**config.mk**
```make
export PLATFORM = sky130hd
export DESIGN_NAME = param_reservation_station
export DESIGN_NICKNAME = d
export VERILOG_FILES = /design/src/rtl/param_reservation_station.sv
export SDC_FILE = /design/constraint.sdc
export NUM_CORES = 1
export LEC_CHECK = 0
export CELL_PAD_IN_SITES_DETAIL_PLACEMENT = 1
export CELL_PAD_IN_SITES_GLOBAL_PLACEMENT = 1
export CORE_MARGIN = 8
export CORE_UTILIZATION = 45
export CTS_CLUSTER_DIAMETER = 80
export CTS_CLUSTER_SIZE = 14
export DETAILED_ROUTE_END_ITERATION = 8
export PLACE_DENSITY_LB_ADDON = 0.1
export SLEW_MARGIN = 20
export SYNTH_ARGS = -nofsm -noshare
export SYNTH_HDL_FRONTEND = slang
export SYNTH_SLANG_ARGS = --single-unit
```
**constraint.sdc**
```tcl
create_clock -name clk -period 3.1 [get_ports clk]
set_input_delay 0.62 -clock clk [delete_from_list [all_inputs] [get_ports clk]]
set_output_delay 0.62 -clock clk [all_outputs]
set_load 0.1 [all_outputs]
```
**src/rtl/param_reservation_station.sv**
```systemverilog
// DEPTH-entry Tomasulo reservation station: operand capture, CDB snoop, lowest-index dispatch.
// Optional issue-time CDB bypass selected by defining RS_CDB_BYPASS_EN.
module param_reservation_station #(
    parameter int DATA_W   = 8,
    parameter int TAG_W    = 3,
    parameter int DEPTH    = 2,
    parameter int TAG_BASE = 1
) (
    input  logic                               clk,
    input  logic                               reset,
    input  logic                               issue_valid,
    output logic                               issue_ready,
    output logic [TAG_W-1:0]                   issue_tag,
    input  logic [DATA_W-1:0]                  Operand3,
    input  logic [DATA_W-1:0]                  Operand4,
    input  logic [TAG_W-1:0]                   Operand3_Tag,
    input  logic [TAG_W-1:0]                   Operand4_Tag,
    input  logic                               Operand3_Vbit,
    input  logic                               Operand4_Vbit,
    input  logic                               cdb_valid,
    input  logic [TAG_W-1:0]                   cdb_tag,
    input  logic [DATA_W-1:0]                  cdb_data,
    input  logic                               fu_busy,
    output logic                               dispatch_valid,
    output logic [TAG_W-1:0]                   dispatch_tag,
    output logic [DATA_W-1:0]                  dispatch_op3,
    output logic [DATA_W-1:0]                  dispatch_op4,
    output logic                               rs_full,
    output logic [$clog2(DEPTH+1)-1:0]         rs_count
);

    localparam int CNT_W = $clog2(DEPTH + 1);
    localparam int IDX_W = (DEPTH > 1) ? $clog2(DEPTH) : 1;
    localparam logic [TAG_W-1:0] BASE = TAG_W'(TAG_BASE);

    logic [DEPTH-1:0]  busy;
    logic [DEPTH-1:0]  v3;
    logic [DEPTH-1:0]  v4;
    logic [DATA_W-1:0] val3 [DEPTH];
    logic [DATA_W-1:0] val4 [DEPTH];
    logic [TAG_W-1:0]  tag3 [DEPTH];
    logic [TAG_W-1:0]  tag4 [DEPTH];

    logic [IDX_W-1:0]  free_idx;
    logic [IDX_W-1:0]  rdy_idx;
    logic              any_free;
    logic              any_rdy;
    logic [DEPTH-1:0]  snoop3;
    logic [DEPTH-1:0]  snoop4;
    logic [CNT_W-1:0]  count;
    logic              byp3;
    logic              byp4;
    logic              in_v3;
    logic              in_v4;
    logic [DATA_W-1:0] in_val3;
    logic [DATA_W-1:0] in_val4;
    logic              do_issue;
    logic              do_disp;

    // Lowest-index free / ready selection and occupancy, all from pre-edge state.
    always_comb begin
        free_idx = '0;
        rdy_idx  = '0;
        any_free = 1'b0;
        any_rdy  = 1'b0;
        count    = '0;
        snoop3   = '0;
        snoop4   = '0;
        for (int i = DEPTH - 1; i >= 0; i--) begin
            if (!busy[i]) begin
                free_idx = IDX_W'(i);
                any_free = 1'b1;
            end
            if (busy[i] && v3[i] && v4[i]) begin
                rdy_idx = IDX_W'(i);
                any_rdy = 1'b1;
            end
        end
        for (int i = 0; i < DEPTH; i++) begin
            count     = count + CNT_W'(busy[i]);
            snoop3[i] = busy[i] && !v3[i] && cdb_valid && (tag3[i] == cdb_tag);
            snoop4[i] = busy[i] && !v4[i] && cdb_valid && (tag4[i] == cdb_tag);
        end
    end

`ifdef RS_CDB_BYPASS_EN
    assign byp3        = !Operand3_Vbit && cdb_valid && (Operand3_Tag == cdb_tag);
    assign byp4        = !Operand4_Vbit && cdb_valid && (Operand4_Tag == cdb_tag);
    assign issue_ready = any_free;
`else
    assign byp3        = 1'b0;
    assign byp4        = 1'b0;
    // Holding off issue during a broadcast guarantees no result slips past a new entry.
    assign issue_ready = any_free && !cdb_valid;
`endif

    assign in_v3    = Operand3_Vbit || byp3;
    assign in_v4    = Operand4_Vbit || byp4;
    assign in_val3  = Operand3_Vbit ? Operand3 : cdb_data;
    assign in_val4  = Operand4_Vbit ? Operand4 : cdb_data;
    assign do_issue = issue_valid && issue_ready;
    assign do_disp  = !fu_busy && any_rdy;
    assign issue_tag = BASE + TAG_W'(free_idx);
    assign rs_full   = &busy;
    assign rs_count  = count;

    // Control state and dispatch register.
    always_ff @(posedge clk or posedge reset) begin
        if (reset) begin
            busy           <= '0;
            v3             <= '0;
            v4             <= '0;
            dispatch_valid <= 1'b0;
            dispatch_tag   <= '0;
            dispatch_op3   <= '0;
            dispatch_op4   <= '0;
        end else begin
            dispatch_valid <= do_disp;
            if (do_disp) begin
                dispatch_tag <= BASE + TAG_W'(rdy_idx);
                dispatch_op3 <= val3[rdy_idx];
                dispatch_op4 <= val4[rdy_idx];
            end
            for (int i = 0; i < DEPTH; i++) begin
                if (do_disp && rdy_idx == IDX_W'(i)) begin
                    busy[i] <= 1'b0;
                end
                if (do_issue && free_idx == IDX_W'(i)) begin
                    busy[i] <= 1'b1;
                    v3[i]   <= in_v3;
                    v4[i]   <= in_v4;
                end else begin
                    if (snoop3[i]) v3[i] <= 1'b1;
                    if (snoop4[i]) v4[i] <= 1'b1;
                end
            end
        end
    end

    // Operand payload; validity is tracked by the V bits, so no reset needed.
    always_ff @(posedge clk) begin
        for (int i = 0; i < DEPTH; i++) begin
            if (do_issue && free_idx == IDX_W'(i)) begin
                val3[i] <= in_val3;
                val4[i] <= in_val4;
                tag3[i] <= Operand3_Tag;
                tag4[i] <= Operand4_Tag;
            end else begin
                if (snoop3[i]) val3[i] <= cdb_data;
                if (snoop4[i]) val4[i] <= cdb_data;
            end
        end
    end

endmodule

```
==> impl_metrics.json <==
{
  "hold_depth": 1,
  "switching_power_w": 0.002091,
  "finalMaxSlewViolations": 0,
  "fp.dieW_um": 101.1,
  "postCtsResizedCells": 0,
  "path_max_fanout": 8,
  "fp.coreArea_mm2": 0.007137,
  "cellLeakagePower_nw": 1.734,
  "vdd_ir_drop_max_mv": 0.4334,
  "synthesis.area_mm2": 0.003257,
  "detailroute.wirelength.met2_um": 3884,
  "reg2reg_start": "busy[0]",
  "synthesis.yosys.warnings": 0,
  "slew_headroom_pct": 58.60,
  "insertedDiodeCount": 0,
  "combPwrFrac_pct": 49.1,
  "drc": 0,
  "total_length_of_routed_met3_wires_um": 346,
  "m1WireLength_um": 3311,
  "hold_path_startpoint": "val4[1][6]",
  "mostFrequentLayoutCell": "edfxtp_1",
  "vias": 1975,
  "outcome": "finished clean",
  "finalCritPeriodShare_pct": 74.91,
  "ff2ff_path_depth": 4,
  "vias_in_the_first_global_route": 2149,
  "clock_latency_ps": 340,
  "crit_path_end_kind": "register",
  "post_synth.cell_area_avg_um2": 15.51,
  "layout_cell_share_with_drive_strength_beyond_1_pct": 30.82,
  "place.gp.congestion": 0.7565,
  "setup.worst_path.start": "cdb_tag[0]",
  "timing.critical_path.slowest_cell_delay_ps": 620,
  "clkTransAtPathRegs_ps": 70,
  "sequential_area_share_after_synthesis_pct": 59.78,
  "io-pin-count": 67,
  "min_to": "dispatch_op4[6]",
  "die_area_mm2": 0.01022,
  "fp-row-count": 31,
  "numClockSinks": 69,
  "route.antenna.remaining_nets": 0,
  "dp_slack_ps": 428.4,
  "nets": 316,
  "antenna_found_initial": 0,
  "die_h_um": 101.1,
  "timing_worst_setup_path_type": "in -> reg",
  "cp_slowest_cell": "a41o_1",
  "achievable-frequency_ghz": 0.4306,
  "drt-total-wl_um": 7679,
  "grt_overflow_total": 0,
  "cellInternalPower_w": 0.002328,
  "synth_cell_types": 29,
  "cts-buffers-inserted": 9,
  "route.top_layer_used": "met4",
  "worst_r2r_endpoint": "val3[0][0]",
  "dp_hpwl_um": 5451,
  "layout.cells.most_common_list": "edfxtp_1 (44), clkdlybuf4s50_1 (39), mux2_4 (32), buf_4 (28), dfrtp_1 (25)",
  "cts.root.buffer_cell": "clkbuf_8",
  "synth.ff_latch_count": 69,
  "cp_data_required_time_ps": 3180,
  "finalWorstSetupSlack_ps": 777.7,
  "synthCells": 210,
  "fin_util_pct": 57.36,
  "clock_tree.buffer_depth": 2,
  "cts_tree": "built",
  "rsz0062_at_grt": "no",
  "detail_route.first_pass.iterations": 4,
  "nFillCells": 718,
  "netSwitchingFraction_pct": 47.32,
  "worst_setup_path_start_kind": "input pin",
  "worst_hold_path_type": "reg -> reg",
  "worstMarginPinSlew_ps": 621.0,
  "tns_ps": 0,
  "setup.reg_to_reg.worst_slack_ps": 1100,
  "portBuffers": 64,
  "timing.final.setup_violations": 0,
  "proportion_of_power_drawn_by_the_clock_network_pct": 19.6,
  "critPathArrivalTime_ps": 2410,
  "start_util_pct": 45.63,
  "report.final.hold_viol_count": 0,
  "grt_util_all_layers_pct": 16.00,
  "ctsHtreeMaxLevel": 3,
  "post_drt_wl_per_cell_um": 20.31,
  "post-cts-setup-buffer-count": 0,
  "finClkSkew_ps": 8.652,
  "area_delta_synth_final_pct": 25.70,
  "seq_power_share_pct": 31.3,
  "wire_length_of_the_first_global_routing_pass_um": 11920,
  "layout_min_cycle_time_ps": 2322,
  "number_of_violations_reported_at_the_end_of_detailed_routing_iteration_0": 60,
  "max_cap_violations": 0,
  "grt_max_degree": 26,
  "pd_cells_mw_per_mm2": 1079,
  "via_per_inst": 5.225,
  "crit_chain": "clkdlybuf4s50_1 -> xnor2_1 -> a41o_1 -> mux2_4",
  "postCtsHoldBufs": 0
}
==> worst max path at each step <==
stage / slack [ps] / cells past startpoint / end
6_report: 780 / 4 / val4[0][5]
5_1_grt: 750 / 4 / val4[0][2]
4_1_cts: 800 / 4 / val4[0][5]
3_5_place_dp: 430 / 4 / val4[0][5]
3_3_place_gp: 490 / 4 / val4[1][0]
2_1_floorplan: 240 / 4 / val3[0][0]
==> power by group through the flow <==
stage / clock [W] / sequential, W / combinational [W]
after global routing: 0.000927 / 0.00141 / 0.00226
after CTS: 0.000881 / 0.00138 / 0.00219
after floorplan: 0 / 0.00220 / 0.000914
final: 0.000866 / 0.00138 / 0.00217
after detailed placement: 0 / 0.00140 / 0.00219
after global placement: 0 / 0.00139 / 0.00216
==> routing by layer <==
| metal | global-route usage [%] | vias up |
|---|---|---|
| met5 | 0 | - |
| met4 | 6.186 | 0 |
| met3 | 5.041 | 11 |
| met2 | 25.91 | 45 |
| met1 | 19.30 | 1011 |
| li1 | - | 908 |
==> per-stage QoR <==
stage,hold slack [ps],total power [W],cell area [um^2],cells
finish,483.0,0.004418,4094,378
global route,500.4,0.004601,4094,378
CTS,487.5,0.004460,4094,378
detailed placement,469.2,0.003592,3864,362
global placement,457.8,0.003551,3864,362
floorplan,455.6,0.003115,3263,211
==> synthesized netlist by cell type <==
| master | count | area (um^2) |
|---|---|---|
| a21o_2 | 1 | 8.760 |
| a21oi_1 | 1 | 5.000 |
| a221o_1 | 9 | 90.09 |
| a221o_2 | 7 | 78.83 |
| a22oi_1 | 4 | 30.03 |
| a31oi_2 | 1 | 12.51 |
| a41o_1 | 4 | 40.04 |
| and2_1 | 16 | 100.1 |
| and3b_1 | 4 | 35.03 |
| and4b_4 | 1 | 13.76 |
| buf_4 | 7 | 52.55 |
| buf_6 | 6 | 67.56 |
| buf_8 | 1 | 15.01 |
| clkbuf_1 | 1 | 3.750 |
| clkbuf_2 | 1 | 5.000 |
| conb_1 | 1 | 3.750 |
| dfrtp_1 | 25 | 625.6 |
| edfxtp_1 | 44 | 1321 |
| ha_1 | 2 | 25.02 |
| inv_1 | 11 | 41.29 |
| mux2_4 | 32 | 480.5 |
| nand2_1 | 4 | 15.01 |
| nand3_1 | 2 | 10.01 |
| nand4_1 | 4 | 25.02 |
| nand4b_1 | 1 | 8.760 |
| nor2_1 | 5 | 18.77 |
| nor2b_2 | 1 | 8.760 |
| o21ai_0 | 2 | 10.01 |
| xnor2_1 | 12 | 105.1 |
==> critical path, delay by kind of cell <==
| kind | cells | cell delay, ps |
|---|---|---|
| compound gates | 1 | 620 |
| xor+xnor | 1 | 300 |
| buf+inv | 1 | 510 |
| mux | 1 | 360 |
==> sequential cells by signal, summed over array words and instances, names as in the netlist <==
signal / cells
busy: 2
dispatch_op3: 8
dispatch_op4: 8
dispatch_tag: 2
dispatch_valid: 1
tag3: 6
tag4: 6
v3: 2
v4: 2
val3: 16
val4: 16
==> cell type report <==
cell class / instances / area (um^2) / area share (%)
Inverter: 11 / 41.29 / 1.009
Clock inverter: 5 / 98.84 / 2.414
Timing Repair Buffer: 68 / 620.6 / 15.16
Clock buffer: 11 / 131.4 / 3.209
Tap cell: 99 / 123.9 / 3.026
Sequential cell: 69 / 1947 / 47.56
Multi-Input combinational cell: 115 / 1131 / 27.63
==> cells by family (layout without fill, tap and decap cells) <==
kind of cell	after synthesis	count (layout)	synth area share [%]
other cells	1	2	0.1151
compound gates	29	29	8.452
simple gates	38	38	7.222
fa+ha+maj	2	2	0.7682
flops	69	69	59.78
mux	32	32	14.75
buf+inv	27	95	5.685
xor+xnor	12	12	3.227
Note: power is estimated with default switching activity, not from simulation.
